`src/rtl/bru_pkg.sv`:
```
// Shared types and constants for the branch resolve unit.
// The optional BRU_PERF_EN macro (retire/mispredict counters) is handled in the top.
package bru_pkg;

    localparam int BRU_LINK_OFFSET = 4;
    localparam int BRU_XLEN        = 32;
    localparam int BRU_TAG_W       = 5;

    // funct3 encoding; code 3 never resolves taken
    typedef enum logic [2:0] {
        BRU_BEQ    = 3'd0,
        BRU_BNE    = 3'd1,
        BRU_UNCOND = 3'd2,
        BRU_RSVD   = 3'd3,
        BRU_BLT    = 3'd4,
        BRU_BGE    = 3'd5,
        BRU_BLTU   = 3'd6,
        BRU_BGEU   = 3'd7
    } bru_func_t;

    // Stage-1 record at the default widths; the unit re-declares the same
    // field list at its own XLEN/TAG_W since packages cannot be parametrised.
    typedef struct packed {
        logic                 valid;
        logic                 taken;
        logic [BRU_XLEN-1:0]  target;
        logic [BRU_XLEN-1:0]  link;
        logic                 pred_taken;
        logic [BRU_XLEN-1:0]  pred_target;
        logic [BRU_TAG_W-1:0] tag;
    } bru_stage_t;

endpackage

```
`src/rtl/branch_resolve_unit_if.sv`:
```
// Issue/result bundle of the branch resolve unit.
// An op transfers when in_valid & in_ready at a clock edge; a result retires when
// out_valid & out_ready. A held valid keeps its payload stable until it transfers.
interface branch_resolve_unit_if #(
    parameter int XLEN  = 32,
    parameter int TAG_W = 5
);
    logic             in_valid;
    logic             in_ready;
    logic [2:0]       in_func;
    logic             in_is_jalr;
    logic [XLEN-1:0]  in_rs1;
    logic [XLEN-1:0]  in_rs2;
    logic [XLEN-1:0]  in_pc;
    logic [XLEN-1:0]  in_imm;
    logic             in_pred_taken;
    logic [XLEN-1:0]  in_pred_target;
    logic [TAG_W-1:0] in_tag;
    logic             squash;
    logic             out_valid;
    logic             out_ready;
    logic             out_taken;
    logic [XLEN-1:0]  out_next_pc;
    logic [XLEN-1:0]  out_link;
    logic             out_mispredict;
    logic [TAG_W-1:0] out_tag;

    modport master (
        output in_valid, in_func, in_is_jalr, in_rs1, in_rs2, in_pc, in_imm,
               in_pred_taken, in_pred_target, in_tag, squash, out_ready,
        input  in_ready, out_valid, out_taken, out_next_pc, out_link,
               out_mispredict, out_tag
    );

    modport slave (
        input  in_valid, in_func, in_is_jalr, in_rs1, in_rs2, in_pc, in_imm,
               in_pred_taken, in_pred_target, in_tag, squash, out_ready,
        output in_ready, out_valid, out_taken, out_next_pc, out_link,
               out_mispredict, out_tag
    );
endinterface

```
`src/rtl/bru_cond_eval.sv`:
```
// Combinational RISC-V branch condition evaluation for XLEN-wide operands.
module bru_cond_eval
    import bru_pkg::*;
#(
    parameter int XLEN = 32
) (
    input  bru_func_t       func,
    input  logic [XLEN-1:0] rs1,
    input  logic [XLEN-1:0] rs2,
    output logic            taken
);
    logic eq;
    logic lt_s;
    logic lt_u;

    always_comb begin
        eq    = (rs1 == rs2);
        lt_s  = ($signed(rs1) < $signed(rs2));
        lt_u  = (rs1 < rs2);
        taken = 1'b0;
        case (func)
            BRU_BEQ:    taken = eq;
            BRU_BNE:    taken = !eq;
            BRU_UNCOND: taken = 1'b1;
            BRU_BLT:    taken = lt_s;
            BRU_BGE:    taken = !lt_s;
            BRU_BLTU:   taken = lt_u;
            BRU_BGEU:   taken = !lt_u;
            default:    taken = 1'b0;
        endcase
    end
endmodule

```
`src/rtl/branch_resolve_unit.sv`:
```
// Pipelined branch/jump resolution (DEPTH 1 or 2) with valid/ready and squash.
// Define BRU_PERF_EN to add saturating retire and mispredict counters.
module branch_resolve_unit
    import bru_pkg::*;
#(
    parameter int XLEN  = 32,
    parameter int TAG_W = 5,
    parameter int DEPTH = 2
) (
    input  logic                 clock,
    input  logic                 reset,
    branch_resolve_unit_if.slave bus
`ifdef BRU_PERF_EN
    ,
    output logic [31:0]          perf_resolved,
    output logic [31:0]          perf_mispredict
`endif
);

    typedef struct packed {
        logic             valid;
        logic             taken;
        logic [XLEN-1:0]  target;
        logic [XLEN-1:0]  link;
        logic             pred_taken;
        logic [XLEN-1:0]  pred_target;
        logic [TAG_W-1:0] tag;
    } stage_t;

    stage_t          s1;
    logic [XLEN-1:0] base;
    logic [XLEN-1:0] sum;
    logic [XLEN-1:0] target;
    logic [XLEN-1:0] link;
    logic            cond_taken;
    logic            down_adv;
    logic            s1_adv;
    logic [XLEN-1:0] s1_next_pc;
    logic            s1_mispredict;

    bru_cond_eval #(.XLEN(XLEN)) u_cond (
        .func  (bru_func_t'(bus.in_func)),
        .rs1   (bus.in_rs1),
        .rs2   (bus.in_rs2),
        .taken (cond_taken)
    );

    // JALR target drops bit 0; every add wraps modulo 2^XLEN
    always_comb begin
        base   = bus.in_is_jalr ? bus.in_rs1 : bus.in_pc;
        sum    = base + bus.in_imm;
        target = bus.in_is_jalr ? {sum[XLEN-1:1], 1'b0} : sum;
        link   = bus.in_pc + XLEN'(BRU_LINK_OFFSET);
    end

    assign s1_adv       = !s1.valid | down_adv;
    assign bus.in_ready = s1_adv;

    always_ff @(posedge clock or negedge reset) begin
        if (!reset) begin
            s1 <= '0;
        end else if (bus.squash) begin
            s1.valid <= 1'b0;
        end else if (s1_adv) begin
            s1.valid <= bus.in_valid;
            if (bus.in_valid) begin
                s1.taken       <= cond_taken;
                s1.target      <= target;
                s1.link        <= link;
                s1.pred_taken  <= bus.in_pred_taken;
                s1.pred_target <= bus.in_pred_target;
                s1.tag         <= bus.in_tag;
            end
        end
    end

    // The predicted target only matters when the op actually resolves taken
    always_comb begin
        s1_next_pc    = s1.taken ? s1.target : s1.link;
        s1_mispredict = (s1.taken != s1.pred_taken) |
                        (s1.taken & (s1.target != s1.pred_target));
    end

    generate
        if (DEPTH == 2) begin : g_two
            logic             s2_valid;
            logic             s2_taken;
            logic             s2_mispredict;
            logic [XLEN-1:0]  s2_next_pc;
            logic [XLEN-1:0]  s2_link;
            logic [TAG_W-1:0] s2_tag;

            assign down_adv = !s2_valid | bus.out_ready;

            always_ff @(posedge clock or negedge reset) begin
                if (!reset) begin
                    s2_valid      <= 1'b0;
                    s2_taken      <= 1'b0;
                    s2_mispredict <= 1'b0;
                    s2_next_pc    <= '0;
                    s2_link       <= '0;
                    s2_tag        <= '0;
                end else if (bus.squash) begin
                    s2_valid <= 1'b0;
                end else if (down_adv) begin
                    s2_valid <= s1.valid;
                    if (s1.valid) begin
                        s2_taken      <= s1.taken;
                        s2_mispredict <= s1_mispredict;
                        s2_next_pc    <= s1_next_pc;
                        s2_link       <= s1.link;
                        s2_tag        <= s1.tag;
                    end
                end
            end

            assign bus.out_valid      = s2_valid;
            assign bus.out_taken      = s2_taken;
            assign bus.out_next_pc    = s2_next_pc;
            assign bus.out_link       = s2_link;
            assign bus.out_mispredict = s2_mispredict;
            assign bus.out_tag        = s2_tag;
        end else if (DEPTH == 1) begin : g_one
            assign down_adv           = bus.out_ready;
            assign bus.out_valid      = s1.valid;
            assign bus.out_taken      = s1.taken;
            assign bus.out_next_pc    = s1_next_pc;
            assign bus.out_link       = s1.link;
            assign bus.out_mispredict = s1_mispredict;
            assign bus.out_tag        = s1.tag;
        end else begin : g_bad
            $error("branch_resolve_unit: DEPTH must be 1 or 2");
            assign down_adv           = 1'b0;
            assign bus.out_valid      = 1'b0;
            assign bus.out_taken      = 1'b0;
            assign bus.out_next_pc    = '0;
            assign bus.out_link       = '0;
            assign bus.out_mispredict = 1'b0;
            assign bus.out_tag        = '0;
        end
    endgenerate

`ifdef BRU_PERF_EN
    logic retire;
    assign retire = bus.out_valid & bus.out_ready;

    // Counters saturate and deliberately ignore squash
    always_ff @(posedge clock or negedge reset) begin
        if (!reset) begin
            perf_resolved   <= '0;
            perf_mispredict <= '0;
        end else if (retire) begin
            if (perf_resolved != '1) perf_resolved <= perf_resolved + 32'd1;
            if (bus.out_mispredict && (perf_mispredict != '1))
                perf_mispredict <= perf_mispredict + 32'd1;
        end
    end
`endif

endmodule

```
`src/flat_wrapper.sv`:
```
// flat-port wrapper written by rule: the top's interface ports become plain ports
module branch_resolve_unit_flat import bru_pkg::*;
#(
    parameter int XLEN  = 32,
    parameter int TAG_W = 5,
    parameter int DEPTH = 2
)
  (clock, reset, bus_in_valid, bus_in_func, bus_in_is_jalr, bus_in_rs1, bus_in_rs2, bus_in_pc, bus_in_imm, bus_in_pred_taken, bus_in_pred_target, bus_in_tag, bus_squash, bus_out_ready, bus_in_ready, bus_out_valid, bus_out_taken, bus_out_next_pc, bus_out_link, bus_out_mispredict, bus_out_tag);
  branch_resolve_unit_if #(.XLEN(XLEN), .TAG_W(TAG_W)) bus_i ();
  input  logic clock;
  input  logic reset;
  input wire logic [$bits(bus_i.in_valid)-1:0] bus_in_valid;
  input wire logic [$bits(bus_i.in_func)-1:0] bus_in_func;
  input wire logic [$bits(bus_i.in_is_jalr)-1:0] bus_in_is_jalr;
  input wire logic [$bits(bus_i.in_rs1)-1:0] bus_in_rs1;
  input wire logic [$bits(bus_i.in_rs2)-1:0] bus_in_rs2;
  input wire logic [$bits(bus_i.in_pc)-1:0] bus_in_pc;
  input wire logic [$bits(bus_i.in_imm)-1:0] bus_in_imm;
  input wire logic [$bits(bus_i.in_pred_taken)-1:0] bus_in_pred_taken;
  input wire logic [$bits(bus_i.in_pred_target)-1:0] bus_in_pred_target;
  input wire logic [$bits(bus_i.in_tag)-1:0] bus_in_tag;
  input wire logic [$bits(bus_i.squash)-1:0] bus_squash;
  input wire logic [$bits(bus_i.out_ready)-1:0] bus_out_ready;
  output wire logic [$bits(bus_i.in_ready)-1:0] bus_in_ready;
  output wire logic [$bits(bus_i.out_valid)-1:0] bus_out_valid;
  output wire logic [$bits(bus_i.out_taken)-1:0] bus_out_taken;
  output wire logic [$bits(bus_i.out_next_pc)-1:0] bus_out_next_pc;
  output wire logic [$bits(bus_i.out_link)-1:0] bus_out_link;
  output wire logic [$bits(bus_i.out_mispredict)-1:0] bus_out_mispredict;
  output wire logic [$bits(bus_i.out_tag)-1:0] bus_out_tag;
  assign bus_i.in_valid = bus_in_valid;
  assign bus_i.in_func = bus_in_func;
  assign bus_i.in_is_jalr = bus_in_is_jalr;
  assign bus_i.in_rs1 = bus_in_rs1;
  assign bus_i.in_rs2 = bus_in_rs2;
  assign bus_i.in_pc = bus_in_pc;
  assign bus_i.in_imm = bus_in_imm;
  assign bus_i.in_pred_taken = bus_in_pred_taken;
  assign bus_i.in_pred_target = bus_in_pred_target;
  assign bus_i.in_tag = bus_in_tag;
  assign bus_i.squash = bus_squash;
  assign bus_i.out_ready = bus_out_ready;
  assign bus_in_ready = bus_i.in_ready;
  assign bus_out_valid = bus_i.out_valid;
  assign bus_out_taken = bus_i.out_taken;
  assign bus_out_next_pc = bus_i.out_next_pc;
  assign bus_out_link = bus_i.out_link;
  assign bus_out_mispredict = bus_i.out_mispredict;
  assign bus_out_tag = bus_i.out_tag;
  branch_resolve_unit #(.XLEN(XLEN), .TAG_W(TAG_W), .DEPTH(DEPTH)) u_core (.clock(clock), .reset(reset), .bus(bus_i));
endmodule
```
`config.mk`:
```
export PLATFORM = sky130hd
export DESIGN_NAME = branch_resolve_unit_flat
export DESIGN_NICKNAME = d
export VERILOG_FILES = /design/src/rtl/bru_pkg.sv /design/src/rtl/branch_resolve_unit_if.sv /design/src/rtl/bru_cond_eval.sv /design/src/rtl/branch_resolve_unit.sv /design/src/flat_wrapper.sv
export SDC_FILE = /design/constraint.sdc
export NUM_CORES = 1
export LEC_CHECK = 0
export ABC_AREA = 1
export CAP_MARGIN = 5
export CORE_MARGIN = 3
export CORE_UTILIZATION = 40
export CTS_CLUSTER_DIAMETER = 50
export DETAILED_ROUTE_END_ITERATION = 8
export PLACE_DENSITY = 0.7
export SLEW_MARGIN = 20
export SYNTH_ARGS = -nofsm -noshare
export SYNTH_HDL_FRONTEND = slang
export SYNTH_SLANG_ARGS = --single-unit
```
`constraint.sdc`:
```
create_clock -name clock -period 1.7 [get_ports clock]
set_clock_uncertainty 0.15 [all_clocks]
set_input_delay 0.34 -clock clock [delete_from_list [all_inputs] [get_ports clock]]
set_output_delay 0.34 -clock clock [all_outputs]
set_load 0.1 [all_outputs]
```
-- Yosys cells after proc, flatten, opt, wreduce, memory -nomap -nowiden
Index checks and enable logic that the tools add are counted.
W data, S select, Z words.
- add/sub/neg operators: 2
- $lt $le $gt $ge: 2
- eq/ne operators: 9
- muxes and demuxes: 9
- bitwise operators: 5
- reduce and logical (&&, ||, !) cells: 10
- operators by type and width (kind ; count):
    $mux W104 ; 1
    $mux W103 ; 1
    $lt A32 B32 Y1 ; 2
    $mux W32 ; 2
    $add A32 B3 Y32 const B ; 1
    $add A32 B32 Y32 ; 1
    $eq A32 B32 Y1 ; 1
    $ne A32 B32 Y1 ; 1
    $eq A3 B3 Y1 const B ; 4
    $pmux W1 S7 ; 1
    $reduce_and A3 Y1 ; 2
    $logic_not A1 Y1 ; 5
    $mux W1 ; 4
    $reduce_bool A2 Y1 ; 2
    $eq A3 B1 Y1 const B ; 1
    $eq A3 B2 Y1 const B ; 1
    $logic_not A3 Y1 ; 1
    $or A1 B1 Y1 ; 3
    $and A1 B1 Y1 ; 1
    $ne A1 B1 Y1 ; 1
    $not A1 Y1 ; 1
- register bits: 176
- input port bits: 175
- output and inout bits: 73
- word-level logic and storage cells: 50

-- Longest topological paths before layout
- depth in word-level cells: 6
- depth in mapped cells: 19
- depth with buffers taken out: 19

-- Modules after synthesis
A second synthesis with hierarchy kept.
- cell total of the unflattened synthesis: 1712
- area total of the unflattened synthesis: 11651.2 um^2
- modules (own cells, without submodules) (module ; times used ; cells each ; area an instance (um^2) ; sequential area each (um^2)):
    branch_resolve_unit ; 1 ; 1546 ; 10687.8 ; 4404.2
    bru_cond_eval ; 1 ; 166 ; 963.4 ; 0.0

-- Worst setup path before layout
Ideal clock, no wire load.
- path kind: register -> register
- from: reg u_core.g_two.s2_valid (netlist: u_core.bus.out_valid)
- to: reg u_core.s1[42] (netlist bit)
- setup time: 0.131 ns
- arrival time: 2.648 ns
- data required time: 1.419 ns
- path slack: -1.228 ns
- cell stages (with the launch flop): 10
- buffers on the path: 2
- period minus slack after synthesis: 2.928 ns
- cells stage by stage: dfrtp_1 > inv_1 > nor2_1 > nand2_1 > nand2_1 > inv_1 > buf_2 > buf_1 > nand3_1 > o21ai_0
- word-level cells in the longest chain between the ends: 4
- ends and longest elaborated chain (item ; RTL line ; source):
    start, declared ; branch_resolve_unit.sv:86 ; logic s2_valid;
    start signal, assigned ; branch_resolve_unit.sv:106 ; s2_valid <= s1.valid;
    $logic_not A1 Y1 ; branch_resolve_unit.sv:93 ; assign down_adv = !s2_valid | bus.out_ready;
    $or A1 B1 Y1 ; branch_resolve_unit.sv:93 ;
    $or A1 B1 Y1 ; branch_resolve_unit.sv:56 ; assign s1_adv = !s1.valid | down_adv;
    via bus_in_ready ; flat_wrapper.sv:24 ; output wire logic [$bits(bus_i.in_ready)-1:0] bus_in_ready;
    $reduce_and A3 Y1 (no source line) ; - ;
    end, declared ; branch_resolve_unit.sv:30 ; stage_t s1;
The timed path passes the listed nets, and every way through them passes these cells.
A chain may end at the register's enable or synchronous reset.

-- Worst setup path after layout
- from: in bus_in_is_jalr
- to: reg u_core.s1[86] (netlist bit)
- word-level cells in the longest chain between the ends: 2
- ends and longest elaborated chain (item ; RTL line ; source):
    start, declared ; flat_wrapper.sv:14 ; input wire logic [$bits(bus_i.in_is_jalr)-1:0] bus_in_is_jalr;
    $mux W32 ; branch_resolve_unit.sv:50 ; base = bus.in_is_jalr ? bus.in_rs1 : bus.in_pc;
    $add A32 B32 Y32 ; branch_resolve_unit.sv:51 ; sum = base + bus.in_imm;
No other way between the ends.

==> summary.txt <==
Floorplan
  • Row count: 59
  • Core area: 26400 um^2
  • Die X: 171 um
  • Starting Density: 41.4%
  • Die height: 171 um
  • Die area: 29300 um^2
  • Io pins: 248

Synth
  • Syn nets: 1741
  • Avg Inst Size Synth: 7.28 um^2
  • Post-synthesis sequential area ratio: 40.3%
  • Syn Std Cell Area: 10900 um^2
  • Post-synth top flop: dfrtp_1
  • Asr flop ratio synth: 100%
  • EDFF count, synth: 0
  • Cells after Synth: 1501
  • Yosys warns: 0
  • FF+latch count, synth: 176
  • Distinct cells, synth: 41

Final layout
  • Area growth syn-to-layout: 87.9%
  • Final core utilization: 77.7%
  • Share of layout cells above drive strength 1: 45.9%
  • Fin cells: 2411
  • Final net count: 2301
  • Post-route cell area: 20500 um^2

Detailed routing
  • DR vias/cell: 5.61
  • TritonRoute pass-1 iters: 6
  • Post-Route WL: 52600 um
  • Antenna Nets Post-Route: 0
  • Number of remaining DRC errors: 0
  • Routed via count: 13500
  • Initial DRC Count: 1400
  • Routed WL per cell: 21.8 um

Placement
  • Port bufs: 247
  • HPWL after DPL: 34400 um
  • Gpl congestion: 0.970
  • Post-DP Area: 16700 um^2
  • Dpl ws: -1.30 ns
  • Placed cell count: 2297

Timing
  • Min cycle time layout: 2.36 ns
  • Final worst setup slack: -0.656 ns
  • Final Max Slew Viols: 0
  • Tcrit/Tclk final: 139%
  • Setup TNS: -14.56 ns
  • Worst slew pin tran: 0.397 ns
  • Fmax: 424 MHz
  • Slew HR: 73.4%
  • Fin. Hold Viols: 0
  • Worst hold slack: 0.186 ns
  • RSZ-0062 raised after global routing: true
  • Final setup viols: 48

GRT
  • Global-route wire length before repair: 71900 um
  • Vias in the first global route: 13100
  • Total global routing overflow: 0
  • Maximum number of pins on one net before global-route repair: 50
  • All-layer global routing usage: 31.8%
  • Initial antenna violation count: 5

Job
  • Max cap viols: 0

Clocking
  • CTS H-tree lvls: 4
  • Clock sinks: 176
  • CTS tree: yes
  • Root Driver: clkbuf_16
  • Clock buffer depth: 2
  • Worst-path clk slew: 0.07 ns
  • Clk_lat worst skew: 0.44 ns
  • CTS Buf Count: 17

Worst setup path
  • CP Data Arrival Time: 2.53 ns
  • Worst setup SP type: primary input
  • Most frequent CP cell: nand2_2
  • Critical path class: in2reg
  • Max incr delay on CP: 0.34 ns
  • Crit-path cells: buf_12 -> buf_12 -> buf_6 -> nand2_2 -> o21ai_4 -> ha_4 -> nand2_1 -> nor2_1 -> nand2_2 -> nand3_4 -> nand2_2 -> nand2_4 -> a21oi_2 -> or2_1 -> a31oi_1
  • Reg2reg setup slack: -0.18 ns
  • Worst-path maximum fanout: 6
  • Worst path slowest cell: ha_4
  • Nature of the critical path endpoint: flip-flop
  • Req. time, crit path: 1.87 ns

Pwr
  • Pwr per Cell Area: 1020 nW/um^2
  • Maximum vdd ir drop: 595 uV
  • Static leakage: 9.55 nW
  • Total power: 20.9 mW

Min path
  • Worst hold path type: in2reg

Run status
  • Outcome: complete, but fails checks
  • Failing checks: setup timing
[cell usage in the layout, fill, tap and decap left out, types with 6 or more instances in the layout]
master and instances:
o21ai_1 70, clkdlybuf4s15_1 14, o21ai_4 19, buf_12 98
dfrtp_1 173, nor3_4 7, dlygate4sd2_1 27, nand3_2 17
nor2_2 20, nand3_1 28, a21o_1 7, buf_6 52
ha_4 57, xor2_1 24, a21oi_4 15, nor3_1 6
nand4_1 10, o21ai_0 29, nor2_4 27, clkbuf_2 43
nand2_2 82, o21ai_2 26, nand2_1 373, nor3_2 6
buf_4 264, inv_2 54, clkbuf_16 24, clkinv_4 6
clkdlybuf4s50_1 72, a31oi_1 39, xor2_2 9, a21oi_2 30
a21oi_1 11, nand2_4 30, inv_1 116, nor2_1 75
o22ai_1 12, buf_2 6
[critical path: cells and delay by family]
family | cells | cell delay, ns
and+or+nand+nor | 8 | 1.01
adders and majority gates | 1 | 0.34
buffers and inverters | 3 | 0.42
AOI/OAI and AO/OA | 3 | 0.41
[logic make-up (layout without fill, tap and decap cells)]
logic type | Yosys count | after routing | synth area share (%)
compound gates | 279 | 279 | 14.1
xor+xnor | 45 | 45 | 3.61
fa+ha+maj | 65 | 65 | 7.51
buf+inv | 224 | 797 | 7.80
flops | 176 | 176 | 40.3
other cells | 0 | 2 | 0
simple gates | 712 | 712 | 26.6
[synthesized netlist by cell type (all sizes together) (10+ instances only)]
| cell | count | area (um^2) |
|---|---|---|
| nand2 | 488 | 1850 |
| dfrtp | 176 | 4400 |
| inv | 175 | 657 |
| o21ai | 144 | 732 |
| nor2 | 122 | 473 |
| ha | 64 | 801 |
| a21oi | 56 | 284 |
| nand3 | 50 | 250 |
| a31oi | 41 | 257 |
| clkbuf | 39 | 146 |
| xor2 | 33 | 289 |
| nor3 | 19 | 123 |
| nor4 | 14 | 93.8 |
| o22ai | 13 | 81.3 |
| xnor2 | 12 | 105 |
| buf | 10 | 48.8 |
| nand4 | 10 | 62.6 |
[registers in the layout (all words and copies together) (netlist names)]
signal                     flops
u_core.bus.out_link           32
u_core.bus.out_mispredict      1
u_core.bus.out_next_pc        32
u_core.bus.out_tag             5
u_core.bus.out_taken           1
u_core.bus.out_valid           1
u_core.s1                    104
[power by group]
part           internal, mW  total (mW)  switching (mW)  leakage (nW)
registers              5.00        5.96           0.960          2.14
logic                  4.37        10.9            6.50          7.11
clock network          2.34        4.10            1.76         0.301
[area by class of cell]
cell class | count | area [um^2]
Antenna cell | 2 | 5.00
Clock buffer | 18 | 429
Clock inverter | 14 | 181
Fill cell | 1630 | 5890
Inverter | 175 | 684
Multi-Input combinational cell | 1101 | 8240
Sequential cell | 176 | 4410
Tap cell | 335 | 419
Timing Repair Buffer | 590 | 6170
[worst paths after layout]
kind	cells after the start	end	startpoint
max	15	u_core.s1[86]$_DFFE_PN0P_	bus_in_is_jalr
min	4	u_core.s1[43]$_DFFE_PN0P_	bus_in_pc[5]
max reg2reg	10	u_core.s1[86]$_DFFE_PN0P_	u_core.bus.out_valid$_DFFE_PN0P_
min reg2reg	2	u_core.bus.out_tag[0]$_DFFE_PN0P_	u_core.s1[0]$_DFFE_PN0P_
max in group asynchronous	3	u_core.s1[99]$_DFFE_PN0P_	reset
min in group asynchronous	2	u_core.bus.out_link[0]$_DFFE_PN0P_	reset
[routing by layer]
metal / share of wire, % / track usage [%] / vias up
met2: 47 / 54.7 / 876
met3: 8.8 / 4.69 / 228
li1: - / - / 6014
met4: 6.7 / 12.6 / 6
met1: 37 / 40.3 / 6409
met5: 0.074 / 0 / -
[timing repair]
item,in CTS,in global routing
setup endpoints to repair,60,65
setup buffers,50,29
resized for setup,536,363
pin swaps,219,180
gates cloned,3,7
hold endpoints to repair,110,0
hold buffers,1,0
Note: power is estimated with default switching activity, not from simulation.
